**src/rtl/regfile_wr_arbiter_if.sv**
```systemverilog
// Bundle of the register-file write-port arbiter's producer, scoreboard and
// register-file signals.
//
// Handshake (long-latency path only): a result transfers at the rising edge
// where lu_valid && lu_ready are both high. lu_ready depends on registered
// state only, never on lu_valid. The producer holds lu_addr/lu_data stable
// while lu_valid is high and lu_ready is low. The writeback path has no
// handshake: wb_valid is a request that is either taken or ignored in the
// same cycle.
interface regfile_wr_arbiter_if;
  // Writeback stage
  logic        wb_valid;
  logic [4:0]  wb_addr;
  logic [31:0] wb_data;
  // Long-latency result source
  logic        lu_valid;
  logic        lu_ready;
  logic [4:0]  lu_addr;
  logic [31:0] lu_data;
  // Issue-time reservation
  logic        iss_valid;
  logic [4:0]  iss_addr;
  // Hazard / control outputs
  logic [31:0] busy;
  logic        stall_req;
  logic        err;
  // Register file write port
  logic        RegWrite;
  logic [4:0]  wraddr;
  logic [31:0] wrdata;
  // Debug view of the drain state machine (1 = draining)
  logic        dbg_state;

  // Arbiter side
  modport slave (
    input  wb_valid, wb_addr, wb_data,
    input  lu_valid, lu_addr, lu_data,
    input  iss_valid, iss_addr,
    output lu_ready, busy, stall_req, err,
    output RegWrite, wraddr, wrdata, dbg_state
  );

  // Producer / environment side
  modport master (
    output wb_valid, wb_addr, wb_data,
    output lu_valid, lu_addr, lu_data,
    output iss_valid, iss_addr,
    input  lu_ready, busy, stall_req, err,
    input  RegWrite, wraddr, wrdata, dbg_state
  );
endinterface

```
**src/rtl/regfile_wr_arbiter.sv**
```systemverilog
// Shares the register-file write port between the writeback stage (priority,
// no back-pressure) and a FIFO of long-latency results. It tracks pending
// long-latency destinations in a busy scoreboard and forces a drain when the
// FIFO is starved for too long.
module regfile_wr_arbiter #(
  parameter int DEPTH      = 2,
  parameter int STARVE_MAX = 4
) (
  input logic                 clock,
  input logic                 reset,
  regfile_wr_arbiter_if.slave bus
);

  localparam int AW = (DEPTH > 1) ? $clog2(DEPTH) : 1;
  localparam int CW = $clog2(DEPTH) + 1;
  localparam int SW = $clog2(STARVE_MAX + 1);
  localparam logic [CW-1:0] DEPTH_C  = CW'(DEPTH);
  localparam logic [SW-1:0] STARVE_C = SW'(STARVE_MAX);

  typedef enum logic {
    S_RUN   = 1'b0,
    S_DRAIN = 1'b1
  } state_t;

  state_t        state_q, state_d;
  logic [4:0]    addr_mem_q [DEPTH];
  logic [31:0]   data_mem_q [DEPTH];
  logic [AW-1:0] wr_ptr_q, wr_ptr_d;
  logic [AW-1:0] rd_ptr_q, rd_ptr_d;
  logic [CW-1:0] count_q, count_d;
  logic [SW-1:0] starve_q, starve_d;
  logic [31:0]   busy_q, busy_d;
  logic          err_q, err_d;

  logic          empty;
  logic [4:0]    head_addr;
  logic [31:0]   head_data;
  logic          lu_ready;
  logic          push;
  logic          pop;
  logic          wb_hit;
  logic          wb_win;
  logic          drain;

  // FIFO status, handshake and write-port arbitration
  always_comb begin
    empty     = (count_q == '0);
    head_addr = addr_mem_q[rd_ptr_q];
    head_data = data_mem_q[rd_ptr_q];
    // Registered state only: a full FIFO cannot accept in the cycle it pops.
    lu_ready  = !reset && (count_q < DEPTH_C);
    push      = bus.lu_valid && lu_ready;
    // A writeback to r0 is dropped, freeing the port for the FIFO head.
    wb_hit    = bus.wb_valid && (bus.wb_addr != 5'd0);
    drain     = (state_q == S_DRAIN) && !empty;
    pop       = !reset && !empty && (drain || !wb_hit);
    wb_win    = !reset && !drain && wb_hit;
  end

  // Register-file port and status outputs
  always_comb begin
    bus.RegWrite  = 1'b0;
    bus.wraddr    = 5'd0;
    bus.wrdata    = 32'd0;
    bus.lu_ready  = lu_ready;
    bus.busy      = busy_q;
    bus.stall_req = (state_q == S_DRAIN);
    bus.err       = err_q;
    bus.dbg_state = state_q;
    if (wb_win) begin
      bus.RegWrite = 1'b1;
      bus.wraddr   = bus.wb_addr;
      bus.wrdata   = bus.wb_data;
    end else if (pop) begin
      bus.RegWrite = (head_addr != 5'd0);
      bus.wraddr   = head_addr;
      bus.wrdata   = head_data;
    end
  end

  // FIFO pointers/occupancy, scoreboard, starvation counter and sticky error
  always_comb begin
    wr_ptr_d = wr_ptr_q;
    rd_ptr_d = rd_ptr_q;
    count_d  = count_q;
    busy_d   = busy_q;
    err_d    = err_q;
    starve_d = starve_q;

    if (push) wr_ptr_d = wr_ptr_q + 1'b1;
    if (pop)  rd_ptr_d = rd_ptr_q + 1'b1;
    if (push && !pop)      count_d = count_q + 1'b1;
    else if (pop && !push) count_d = count_q - 1'b1;

    // Clear on pop first so a same-cycle reservation of the same register wins.
    if (pop && (head_addr != 5'd0)) busy_d[head_addr] = 1'b0;
    if (bus.iss_valid && (bus.iss_addr != 5'd0)) busy_d[bus.iss_addr] = 1'b1;
    busy_d[0] = 1'b0;

    // Writeback ignored while draining is a protocol violation.
    if (drain && bus.wb_valid) err_d = 1'b1;

    if (empty || pop)              starve_d = '0;
    else if (starve_q != STARVE_C) starve_d = starve_q + 1'b1;
  end

  // Drain state machine: enter after STARVE_MAX blocked cycles, leave when empty
  always_comb begin
    state_d = state_q;
    case (state_q)
      S_RUN:   if (starve_d == STARVE_C) state_d = S_DRAIN;
      S_DRAIN: if (count_d == '0)        state_d = S_RUN;
      default: state_d = S_RUN;
    endcase
  end

  // Control state registers
  always_ff @(posedge clock or posedge reset) begin
    if (reset) begin
      state_q  <= S_RUN;
      wr_ptr_q <= '0;
      rd_ptr_q <= '0;
      count_q  <= '0;
      starve_q <= '0;
      busy_q   <= '0;
      err_q    <= 1'b0;
    end else begin
      state_q  <= state_d;
      wr_ptr_q <= wr_ptr_d;
      rd_ptr_q <= rd_ptr_d;
      count_q  <= count_d;
      starve_q <= starve_d;
      busy_q   <= busy_d;
      err_q    <= err_d;
    end
  end

  // FIFO storage; contents are meaningless while count is zero
  always_ff @(posedge clock) begin
    if (push) begin
      addr_mem_q[wr_ptr_q] <= bus.lu_addr;
      data_mem_q[wr_ptr_q] <= bus.lu_data;
    end
  end

endmodule

```
**src/flat_wrapper.sv**
```systemverilog
// flat-port wrapper written by rule: the top's interface ports become plain ports
module regfile_wr_arbiter_flat 
#(
  parameter int DEPTH      = 2,
  parameter int STARVE_MAX = 4
)
  (clock, reset, bus_wb_valid, bus_wb_addr, bus_wb_data, bus_lu_valid, bus_lu_addr, bus_lu_data, bus_iss_valid, bus_iss_addr, bus_lu_ready, bus_busy, bus_stall_req, bus_err, bus_RegWrite, bus_wraddr, bus_wrdata, bus_dbg_state);
  regfile_wr_arbiter_if bus_i ();
  input logic clock;
  input logic reset;
  input wire logic [$bits(bus_i.wb_valid)-1:0] bus_wb_valid;
  input wire logic [$bits(bus_i.wb_addr)-1:0] bus_wb_addr;
  input wire logic [$bits(bus_i.wb_data)-1:0] bus_wb_data;
  input wire logic [$bits(bus_i.lu_valid)-1:0] bus_lu_valid;
  input wire logic [$bits(bus_i.lu_addr)-1:0] bus_lu_addr;
  input wire logic [$bits(bus_i.lu_data)-1:0] bus_lu_data;
  input wire logic [$bits(bus_i.iss_valid)-1:0] bus_iss_valid;
  input wire logic [$bits(bus_i.iss_addr)-1:0] bus_iss_addr;
  output wire logic [$bits(bus_i.lu_ready)-1:0] bus_lu_ready;
  output wire logic [$bits(bus_i.busy)-1:0] bus_busy;
  output wire logic [$bits(bus_i.stall_req)-1:0] bus_stall_req;
  output wire logic [$bits(bus_i.err)-1:0] bus_err;
  output wire logic [$bits(bus_i.RegWrite)-1:0] bus_RegWrite;
  output wire logic [$bits(bus_i.wraddr)-1:0] bus_wraddr;
  output wire logic [$bits(bus_i.wrdata)-1:0] bus_wrdata;
  output wire logic [$bits(bus_i.dbg_state)-1:0] bus_dbg_state;
  assign bus_i.wb_valid = bus_wb_valid;
  assign bus_i.wb_addr = bus_wb_addr;
  assign bus_i.wb_data = bus_wb_data;
  assign bus_i.lu_valid = bus_lu_valid;
  assign bus_i.lu_addr = bus_lu_addr;
  assign bus_i.lu_data = bus_lu_data;
  assign bus_i.iss_valid = bus_iss_valid;
  assign bus_i.iss_addr = bus_iss_addr;
  assign bus_lu_ready = bus_i.lu_ready;
  assign bus_busy = bus_i.busy;
  assign bus_stall_req = bus_i.stall_req;
  assign bus_err = bus_i.err;
  assign bus_RegWrite = bus_i.RegWrite;
  assign bus_wraddr = bus_i.wraddr;
  assign bus_wrdata = bus_i.wrdata;
  assign bus_dbg_state = bus_i.dbg_state;
  regfile_wr_arbiter #(.DEPTH(DEPTH), .STARVE_MAX(STARVE_MAX)) u_core (.clock(clock), .reset(reset), .bus(bus_i));
endmodule
```
**config.mk**
```make
export PLATFORM = sky130hd
export DESIGN_NAME = regfile_wr_arbiter_flat
export DESIGN_NICKNAME = d
export VERILOG_FILES = /design/src/rtl/regfile_wr_arbiter_if.sv /design/src/rtl/regfile_wr_arbiter.sv /design/src/flat_wrapper.sv
export SDC_FILE = /design/constraint.sdc
export NUM_CORES = 1
export LEC_CHECK = 0
export BUFFER_PORTS_ARGS = -buffer_cell sky130_fd_sc_hd__buf_4
export CAP_MARGIN = 30
export CORE_UTILIZATION = 51
export DETAILED_ROUTE_END_ITERATION = 8
export PLACE_DENSITY = 0.79
export SLEW_MARGIN = 40
export SYNTH_ARGS = -nofsm -noshare
export SYNTH_HDL_FRONTEND = slang
export SYNTH_SLANG_ARGS = --single-unit
```
**constraint.sdc**
```tcl
create_clock -name clock -period 3.3 [get_ports clock]
set_input_delay 0.165 -clock clock [delete_from_list [all_inputs] [get_ports clock]]
set_output_delay 0.165 -clock clock [all_outputs]
set_load 0.01 [all_outputs]
```
Word level (Yosys, flattened, before mapping)
Memory sizes are Yosys's and may differ from the RTL's.
Cells that the tools add are included.
Cells by class
  add/subtract/negate cells: 5
  $lt $le $gt $ge: 5
  eq/ne operators: 2
  muxes and demuxes: 21
  bitwise logic cells: 4
  reduce and logical (&&, ||, !) cells: 28
Operator list (number)
  $mux W32: 4
  $and A32 B32 Y32: 1
  $not A32 Y32: 1
  $or A32 B32 Y32: 1
  $logic_and A1 B1 Y1: 15
  $reduce_bool A5 Y1: 3
  $lt A5 B6 Y1 const B: 2
  $demux W1 S5: 2
  $ge A5 B1 Y1 const B: 2
  $mux W5: 2
  $mux W1: 8
  $logic_not A1 Y1: 6
  $mux W3: 2
  $logic_not A2 Y1: 2
  $mux W2: 2
  $add A3 B1 Y3 const B: 1
  $eq A3 B3 Y1 const B: 1
  $ne A3 B3 Y1 const B: 1
  $add A1 B1 Y1 const B: 2
  $add A2 B1 Y2 const B: 1
  $logic_or A1 B1 Y1: 2
  $lt A2 B2 Y1 const B: 1
  $pmux W1 S2: 1
  $sub A2 B1 Y2 const B: 1
  $not A1 Y1: 1
Storage, ports and cells
  flip-flop bits (word level): 40
  memory bits (writable): 74
  output and inout bits: 74
  memories kept: 2
Memories
  u_core.data_mem_q: words 2, bits a word 32, read ports 1, clocked after Yosys merged registers in 0, write ports 1, line regfile_wr_arbiter.sv:27  | logic [31:0] data_mem_q [DEPTH];
  u_core.addr_mem_q: words 2, bits a word 5, read ports 1, clocked after Yosys merged registers in 0, write ports 1, line regfile_wr_arbiter.sv:26  | logic [4:0] addr_mem_q [DEPTH];

Logic depth before layout (Yosys ltp)
Gate-level depths: netlist of run 1.
  depth in word-level cells: 11
  mapped depth: 8
  mapped depth without buffers: 6

Worst setup path after synthesis of run 1
No wires, ideal clock.
  path type: register -> register
  from: reg u_core.count_q[1]
  to: mem u_core.addr_mem_q[0][0] (enable)
  arrival: 2395 ps
  data required time: 2869 ps
  path slack: 474 ps
  cell stages (with the launch flop): 4
  path buffers: 0
  period minus slack after synthesis: 2826 ps
  cell sequence: dfrtp_1 -> nor2_1 -> nand2_1 -> nor2_1
On the way
  word-level cells in the longest chain between the ends: 5
RTL lines
  start, declared: line regfile_wr_arbiter.sv:30  | logic [CW-1:0] count_q, count_d;
  start signal, assigned: line regfile_wr_arbiter.sv:131  | count_q <= count_d;
  $lt A2 B2 Y1: line regfile_wr_arbiter.sv:51  | lu_ready = !reset && (count_q < DEPTH_C);
  $logic_and A1 B1 Y1: line regfile_wr_arbiter.sv:51
  net bus_lu_ready: line flat_wrapper.sv:19  | output wire logic [$bits(bus_i.lu_ready)-1:0] bus_lu_ready;
  $logic_and A1 B1 Y1: line regfile_wr_arbiter.sv:52  | push = bus.lu_valid && lu_ready;
  $mux W1: line regfile_wr_arbiter.sv:140  | if (push) begin
  $mux W1 (not written as such): line regfile_wr_arbiter.sv:141  | addr_mem_q[wr_ptr_q] <= bus.lu_addr;
  end, declared: line regfile_wr_arbiter.sv:26
The timed path passes the listed nets, and every way through them passes these cells.

Worst setup path after layout of run 1
  from: reg u_core.count_q[0]
  to: out bus_wrdata[11]
On the way
  word-level cells in the longest chain between the ends: 7
  elaborated cells between the ends (all ways): 11
  those cells by class: mux (2); reduce/logical (9)
RTL lines
  $logic_not A2 Y1 *: line regfile_wr_arbiter.sv:47  | empty = (count_q == '0);
  $logic_not A1 Y1 *: line regfile_wr_arbiter.sv:55, regfile_wr_arbiter.sv:56
  $logic_and A1 B1 Y1: line regfile_wr_arbiter.sv:55  | drain = (state_q == S_DRAIN) && !empty;
  $logic_or A1 B1 Y1 or $logic_not A1 Y1 (tied branches): line regfile_wr_arbiter.sv:56, regfile_wr_arbiter.sv:57
  $logic_and A1 B1 Y1, on equally long branches: line regfile_wr_arbiter.sv:56, regfile_wr_arbiter.sv:57
  $mux W32 or $logic_and A1 B1 Y1 (tied branches): line regfile_wr_arbiter.sv:74, regfile_wr_arbiter.sv:57
  $mux W32 *: line regfile_wr_arbiter.sv:70  | if (wb_win) begin
  end, declared: line flat_wrapper.sv:25  | output wire logic [$bits(bus_i.wrdata)-1:0] bus_wrdata;
Every way passes the cells marked *; elsewhere a longest branch is shown, timed or not.

==> impl_results.md, run 1 <==
* Post-Syn Nets at 500
* Critical Path, Cell by Cell: inv_1 -> ha_1 -> nor4_4 -> a22oi_2 -> buf_4 -> o21ai_0 -> buf_4
* Drt wl/cell at 19.0 um
* Fmax at around 360 MHz
* Largest net degree at the start of global routing at 42
* Worst Path Max Fanout at slightly above 40
* Nets at about 710
* Final wirelength at approximately 14 mm
* Initial antenna violation count at 0
* Final WS setup at between 0.5 and 0.6 ns
* H-Tree Depth at 4
* 1st-iter DRT viols at 289
* Most common cell after layout, fill and taps aside: buf_4
* Final ANT Viol Nets at 0
* CP peak stage delay at between 0.4 and 0.5 ns
* Non-filler cells, final at about 760
* Share of flip-flops with an asynchronous set or reset at 0.351
* Internal at about 3900 uW
* Synth Warn # at 0
* Part of the power in combinational logic at 0.324
* Post-synth EDFFs at 74
* Fin. max-slew vios at 0
* Crit path buf inv count at 3
* Sw power at between 1500 and 2000 uW
* Mapped Area at ~0.0051 mm^2
* Worst slew pin tran at between 0.6 and 0.7 ns
* Setup crit end kind: output pin
* Worst setup path class: flop to output pin
* Row Count at 36
* CTS tree: built
* All-Layer GR Usage at 0.283
* Shortest period the worst path allows at 2.75 ns
* Ys flop type: edfxtp_1
* DRC at 0
* Synthesized area per cell at 12.5 um^2
* Bufs on Longest Clock Path at 2
* # diodes at 0
* Hold Fails Final Rpt at 0
* Worst min-delay path category: input port to flop
* Hpwl dp at roughly 9.1 mm
* Port Buf Inserts at about 160
* Worst-path clk slew at approximately 0.060 ns
* Status: complete, no violations
* Chip Height at 102 um
* Fin util at 0.766
* Vias in the first global route at 4,332
* Data required, critical path at around 3.1 ns
* Starting Density at 0.526
* Pwr dens at between 700 and 800 mW/mm^2
* Clk_lat worst skew at approximately 0.51 ns
* Die width at just over 100 um
* Via count at between 4,000 and 5,000
* Tot Pwr at roughly 5800 uW
* Rel. slew slack at 0.549
* Seq pwr share at 0.359
* Pre-CTS setup slack at between 1 and 1.5 ns
* Fin Clk Skew at 0.0151 ns
* Fin crit share at 0.834
* Syn Inst Count at 413
* Setup TNS at 0 ns
* Worst reg2reg path depth at 8
* R2r setup slk at between 0.7 and 0.8 ns
* Critical path arrival at roughly 2.6 ns
* Fill cells at around 560
* Unique masters post-synth at 48
* Post-synthesis sequential area ratio at 0.627
* Reg2reg start: u_core.count_q[0]
* CTS Root Cell: clkbuf_8
* Synth-to-layout area growth at 45.6%
* Gr ovfl total at 0
* RSZ-0062 raised after global routing: false
* Commonest cells after routing, fill and taps aside: 165 x buf_4, 74 x edfxtp_1, 63 x o21ai_0
* Top delay family on crit path: buffers and inverters
* Peak supply drop at about 0.58 mV
* Crit path top cell by count: buf_4
* Switching Fraction at 0.330
* DR vias/cell at 5.72
* Hold_sp: bus_lu_valid
* Critical path's slowest cell: dfrtp_1
* Ports at 158
* Core area at between 0.009 and 0.01 mm^2
* Final Wtd Congestion at between 0.7 and 0.8
* Reg2Reg Capture Point: u_core.bus.busy[1]
* First drt pass iteration count at 5
* Fraction of layout cells with a size suffix above 1 at 0.336
* Die area at about 0.010 mm^2
* Number of synthesized register bits at between 100 and 150
* Worst Hold Endpoint: u_core.bus.dbg_state
* CTS Sinks at 114
* Max-Cap Viols at 0
* Clock share of power at 0.317
* Worst Hold Depth at 4
* CTS Buf Count at 17
* Post-CTS setup repair buffer count at 0
* Finish-stage setup viols at 0
* Placed Cells at 688
* Leakage power at around 0.0031 uW
* First-pass GRT wire length at 22.0 mm
* CP Launch Type: flop
## synth_stat cells, drive strengths merged, types with 2 or more instances
master / n / area, um^2
nand3b: 6 / 45.0
a32oi: 2 / 17.5
edfxtp: 74 / 2220
a22oi: 2 / 20.0
o21ai: 68 / 340
and3b: 3 / 26.3
o41ai: 3 / 26.3
nor2: 11 / 41.3
nand2: 46 / 173
nand2b: 2 / 12.5
a21oi: 5 / 25.0
buf: 14 / 91.3
dfrtp: 40 / 1000
nor2b: 2 / 12.5
o221ai: 5 / 43.8
o31ai: 26 / 195
inv: 15 / 56.3
a31oi: 2 / 12.5
nor4: 3 / 55.1
nand3: 2 / 10.0
nor3: 4 / 25.0
clkbuf: 10 / 45.0
xnor2: 4 / 35.0
mux2i: 37 / 370
or3b: 3 / 26.3
nor3b: 4 / 30.0
and3: 4 / 25.0
ha: 3 / 37.5
## worst register-to-register path: stages (launching register included)
cell           delay [ns]
dfrtp_1              0.43
inv_1                0.07
ha_1                 0.27
nor4_4               0.32
a22oi_2              0.13
buf_4                0.27
o31ai_1              0.27
o41ai_1              0.10
dlygate4sd3_1        0.56
## metrics by stage
step | hold slack (ns) | cell area (um^2)
final | 0.112 | 7490
after global routing | 0.147 | 7490
after CTS | 0.0896 | 7490
after detailed placement | 0.353 | 6450
after global placement | 0.350 | 6430
after floorplan | 0.264 | 5140
## state kept, by name, summed over array words and instances (netlist names)
| signal | flops |
|---|---|
| u_core.bus.busy | 31 |
| u_core.bus.err | 1 |
| u_core.data_mem_q | 64 |
| u_core.starve_q | 3 |
| u_core.wr_ptr_q | 1 |
| u_core.count_q | 2 |
| u_core.addr_mem_q | 10 |
| u_core.bus.dbg_state | 1 |
| u_core.rd_ptr_q | 1 |
## cell type report
cell class              instances  area [um^2]  share of cell area
multi-input cells             260         1760               0.235
repair buffers                210         1680               0.225
clock buffers                  17          414              0.0553
flip-flops and latches        114         3220               0.431
inverters                      15         56.3             0.00752
well taps                     133          166              0.0222
clock inverters                15          183              0.0244
## logic make-up after synthesis
| group | Yosys count | share of synthesized area |
|---|---|---|
| buf+inv | 39 | 0.0375 |
| xor+xnor | 4 | 0.00681 |
| fa+ha+maj | 3 | 0.00730 |
| flops | 114 | 0.627 |
| simple gates | 91 | 0.0966 |
| mux | 38 | 0.0742 |
| other cells | 1 | 0.000729 |
| compound gates | 123 | 0.150 |
## repair_timing
action	4_1_cts	5_1_grt
hold endpoints to repair	118	0
hold buffers	44	0
resized for setup	0	0
## per-layer routing
metal	global-route usage	vias to the layer above	part of all wire	wire, um
li1	-	1972	-	-
met2	0.478	265	0.51	7380
met3	0.0766	35	0.076	1100
met1	0.340	2101	0.39	5660
met5	0	-	0	0
met4	0.123	0	0.024	344
## worst max-delay path by stage
stage	from	endpoint	slack, ns	cells after the start
detailed placement	u_core.count_q[0]	u_core.bus.busy[24]	1.09	7
global placement	u_core.count_q[0]	u_core.bus.busy[24]	1.19	7
CTS	u_core.count_q[0]	bus_wrdata[11]	0.64	7
floorplan	u_core.count_q[1]	u_core.addr_mem_q[0][0]	0.47	3
global route	u_core.count_q[0]	bus_wrdata[9]	0.42	8
finish	u_core.count_q[0]	bus_wrdata[11]	0.55	7
## power groups by stage
stage / logic, uW / registers [uW] / clock network, uW
5_1_grt: 2040 / 2120 / 1920
3_5_place_dp: 1790 / 2110 / 0
2_1_floorplan: 1020 / 2070 / 0
4_1_cts: 1870 / 2080 / 1840
6_report: 1880 / 2090 / 1840
3_3_place_gp: 1720 / 2090 / 0
(Power assumes the default switching activity.)
==> inputs of run 2 (changes only) <==
==> constraint.sdc (replaced) <==
create_clock -name clock -period 2.8 [get_ports clock]
set_input_delay 0.14 -clock clock [delete_from_list [all_inputs] [get_ports clock]]
set_output_delay 0.14 -clock clock [all_outputs]
set_load 0.01 [all_outputs]
==> impl_results.md, run 2 (synthesis results as in run 1) <==
* Vias in the first global route at 4,164 (was 4,332)
* CTS Buf Count at 17 (unchanged)
* Ports at 158 (unchanged)
* Worst setup path class: flop to output pin (unchanged)
* Setup crit end kind: output pin (unchanged)
* Worst slew pin tran at 0.711 ns (was 0.674 ns)
* Hold Fails Final Rpt at 0 (unchanged)
* Fin. max-slew vios at 0 (unchanged)
* Starting Density at 0.526 (unchanged)
* RSZ-0062 raised after global routing: false (unchanged)
* Die width at 102 um (unchanged)
* Drt wl/cell at 18.7 um (was 19.0 um)
* Final wirelength at 14.3 mm (was 14.5 mm)
* Clk_lat worst skew at 0.53 ns (was 0.51 ns)
* Pwr dens at 895 mW/mm^2 (was 776 mW/mm^2)
* 1st-iter DRT viols at 248 (was 289)
* CP Launch Type: flop (unchanged)
* Synth-to-layout area growth at 45.7% (was 45.6%)
* Status: complete, no violations (unchanged)
* Reg with most FFs: u_core.data_mem_q (unchanged)
* Worst reg2reg path depth at 9 (was 8)
* Via count at 4,293 (was 4,373)
* Core area at 0.00977 mm^2 (unchanged)
* Final Wtd Congestion at 0.838 (was 0.795)
* Most common cell after layout, fill and taps aside: buf_4 (unchanged)
* Leakage power at 0.00312 uW (about the same)
* Fin Clk Skew at 0.00951 ns (was 0.0151 ns)
* Worst Hold Depth at 3 (was 4)
* Fmax at approximately 380 MHz
* Gr ovfl total at 0 (unchanged)
* H-Tree Depth at 4 (unchanged)
* First drt pass iteration count at 5 (unchanged)
* Critical path arrival at 2.51 ns (was 2.59 ns)
* Worst min-delay path category: input port to flop (unchanged)
* First-pass GRT wire length at 21.6 mm (was 22.0 mm)
* Largest net degree at the start of global routing at 41 (was 42)
* Peak supply drop at 0.502 mV (was 0.575 mV)
* Nets at 707 (was 705)
* Final ANT Viol Nets at 0 (unchanged)
* Bufs on Longest Clock Path at 2 (unchanged)
* Fraction of layout cells with a size suffix above 1 at 0.341 (was 0.336)
* Tot Pwr at 6710 uW (was 5810 uW)
* Rel. slew slack at 0.526 (was 0.549)
* CTS Root Cell: clkbuf_8 (unchanged)
* # diodes at 0 (unchanged)
* Initial antenna violation count at 0 (unchanged)
* Finish-stage setup viols at 0 (unchanged)
* Die area at 0.0105 mm^2 (unchanged)
* Commonest cells after routing, fill and taps aside: 162 x buf_4, 74 x edfxtp_1, 63 x o21ai_0 (was 165 x buf_4, 74 x edfxtp_1, 63 x o21ai_0)
* Shortest period the worst path allows at between 2 and 3 ns
* CTS Sinks at 114 (unchanged)
* Worst Path Max Fanout at 32 (was 41)
* Worst-path clk slew at 0.06 ns (about the same)
* Max-Cap Viols at 0 (unchanged)
* CTS tree: built (unchanged)
* Row Count at 36 (unchanged)
* Data required, critical path at 2.66 ns (was 3.13 ns)
* Fin crit share at 0.945
* DR vias/cell at 5.60 (was 5.72)
* Hpwl dp at 8.93 mm (was 9.05 mm)
* Max reg flops at 64 (unchanged)
* Port Buf Inserts at 156 (unchanged)
* DRC at 0 (unchanged)
* All-Layer GR Usage at 0.281 (was 0.283)
* Setup TNS at 0 ns (unchanged)
* Chip Height at 102 um (unchanged)
## run 2: changes by cell type in the layout (fill, tap and decap cells not counted), sizes merged
cell,before,now
clkinv,5,7
buf,166,168
clkbuf,17,18
inv,19,18
bufinv,3,1
## run 2: cell type report
type | instances | area [um^2]
sequential | 114 | 3230
fill | 565 | 2280
multi-input combinational | 260 | 1760
timing repair buffer | 212 | 1740
clock buffer | 18 | 418
tap | 133 | 166
clock inverter | 14 | 133
inverter | 15 | 56.3
## run 2: worst paths after layout
path                                          start                  end  slack (ns)
max in group asynchronous                     reset      u_core.rd_ptr_q        2.02
min in group asynchronous                     reset      u_core.wr_ptr_q        0.41
worst max-delay path                u_core.rd_ptr_q        bus_wrdata[9]        0.15
worst min-delay path                bus_iss_addr[0]  u_core.bus.busy[28]        0.06
worst max register to register    u_core.count_q[1]   u_core.bus.busy[2]        0.17
worst min register to register  u_core.bus.busy[23]  u_core.bus.busy[23]        0.50
## run 2: what timing repair did
item | in CTS | in global routing
hold buffers | 44 | 0
resized for setup | 0 | 6
setup buffers | 0 | 1
hold endpoints to repair | 122 | 0
endpoints found under the setup margin | 0 | 6
## run 2: power by group
part | internal, uW | leakage, uW | total, uW | switching (uW)
clock network | 1180 | 0.000262 | 1990 | 808
registers | 2160 | 0.00113 | 2460 | 304
logic | 1100 | 0.00173 | 2250 | 1150
total | 4440 | 0.00312 | 6710 | 2260
## run 2: per-stage QoR
step	area (um^2)	util	std cells	hold slack [ns]	setup WS (ns)
finish	7490	0.767	766	0.0569	0.155
global route	7490	0.767	766	0.0638	0.0154
CTS	7460	0.763	764	0.0408	0.0529
detailed placement	6470	0.662	688	0.327	0.582
global placement	6460	0.661	687	0.325	0.699
floorplan	5150	-	413	0.239	0.583
## run 2: critical path: stages (launching register included)
cell and delay [ns]:
dfrtp_2 0.82, buf_4 0.51, mux2i_1 0.15, o21ai_0 0.30, buf_4 0.19
## run 2: metal layers
layer  vias to the layer above  global-route usage  part of all wire
met3                        22              0.0725             0.067
met5                         -                   0                 0
met2                       215               0.481              0.52
met1                      2077               0.338              0.39
li1                       1979                   -                 -
met4                         0               0.114             0.019
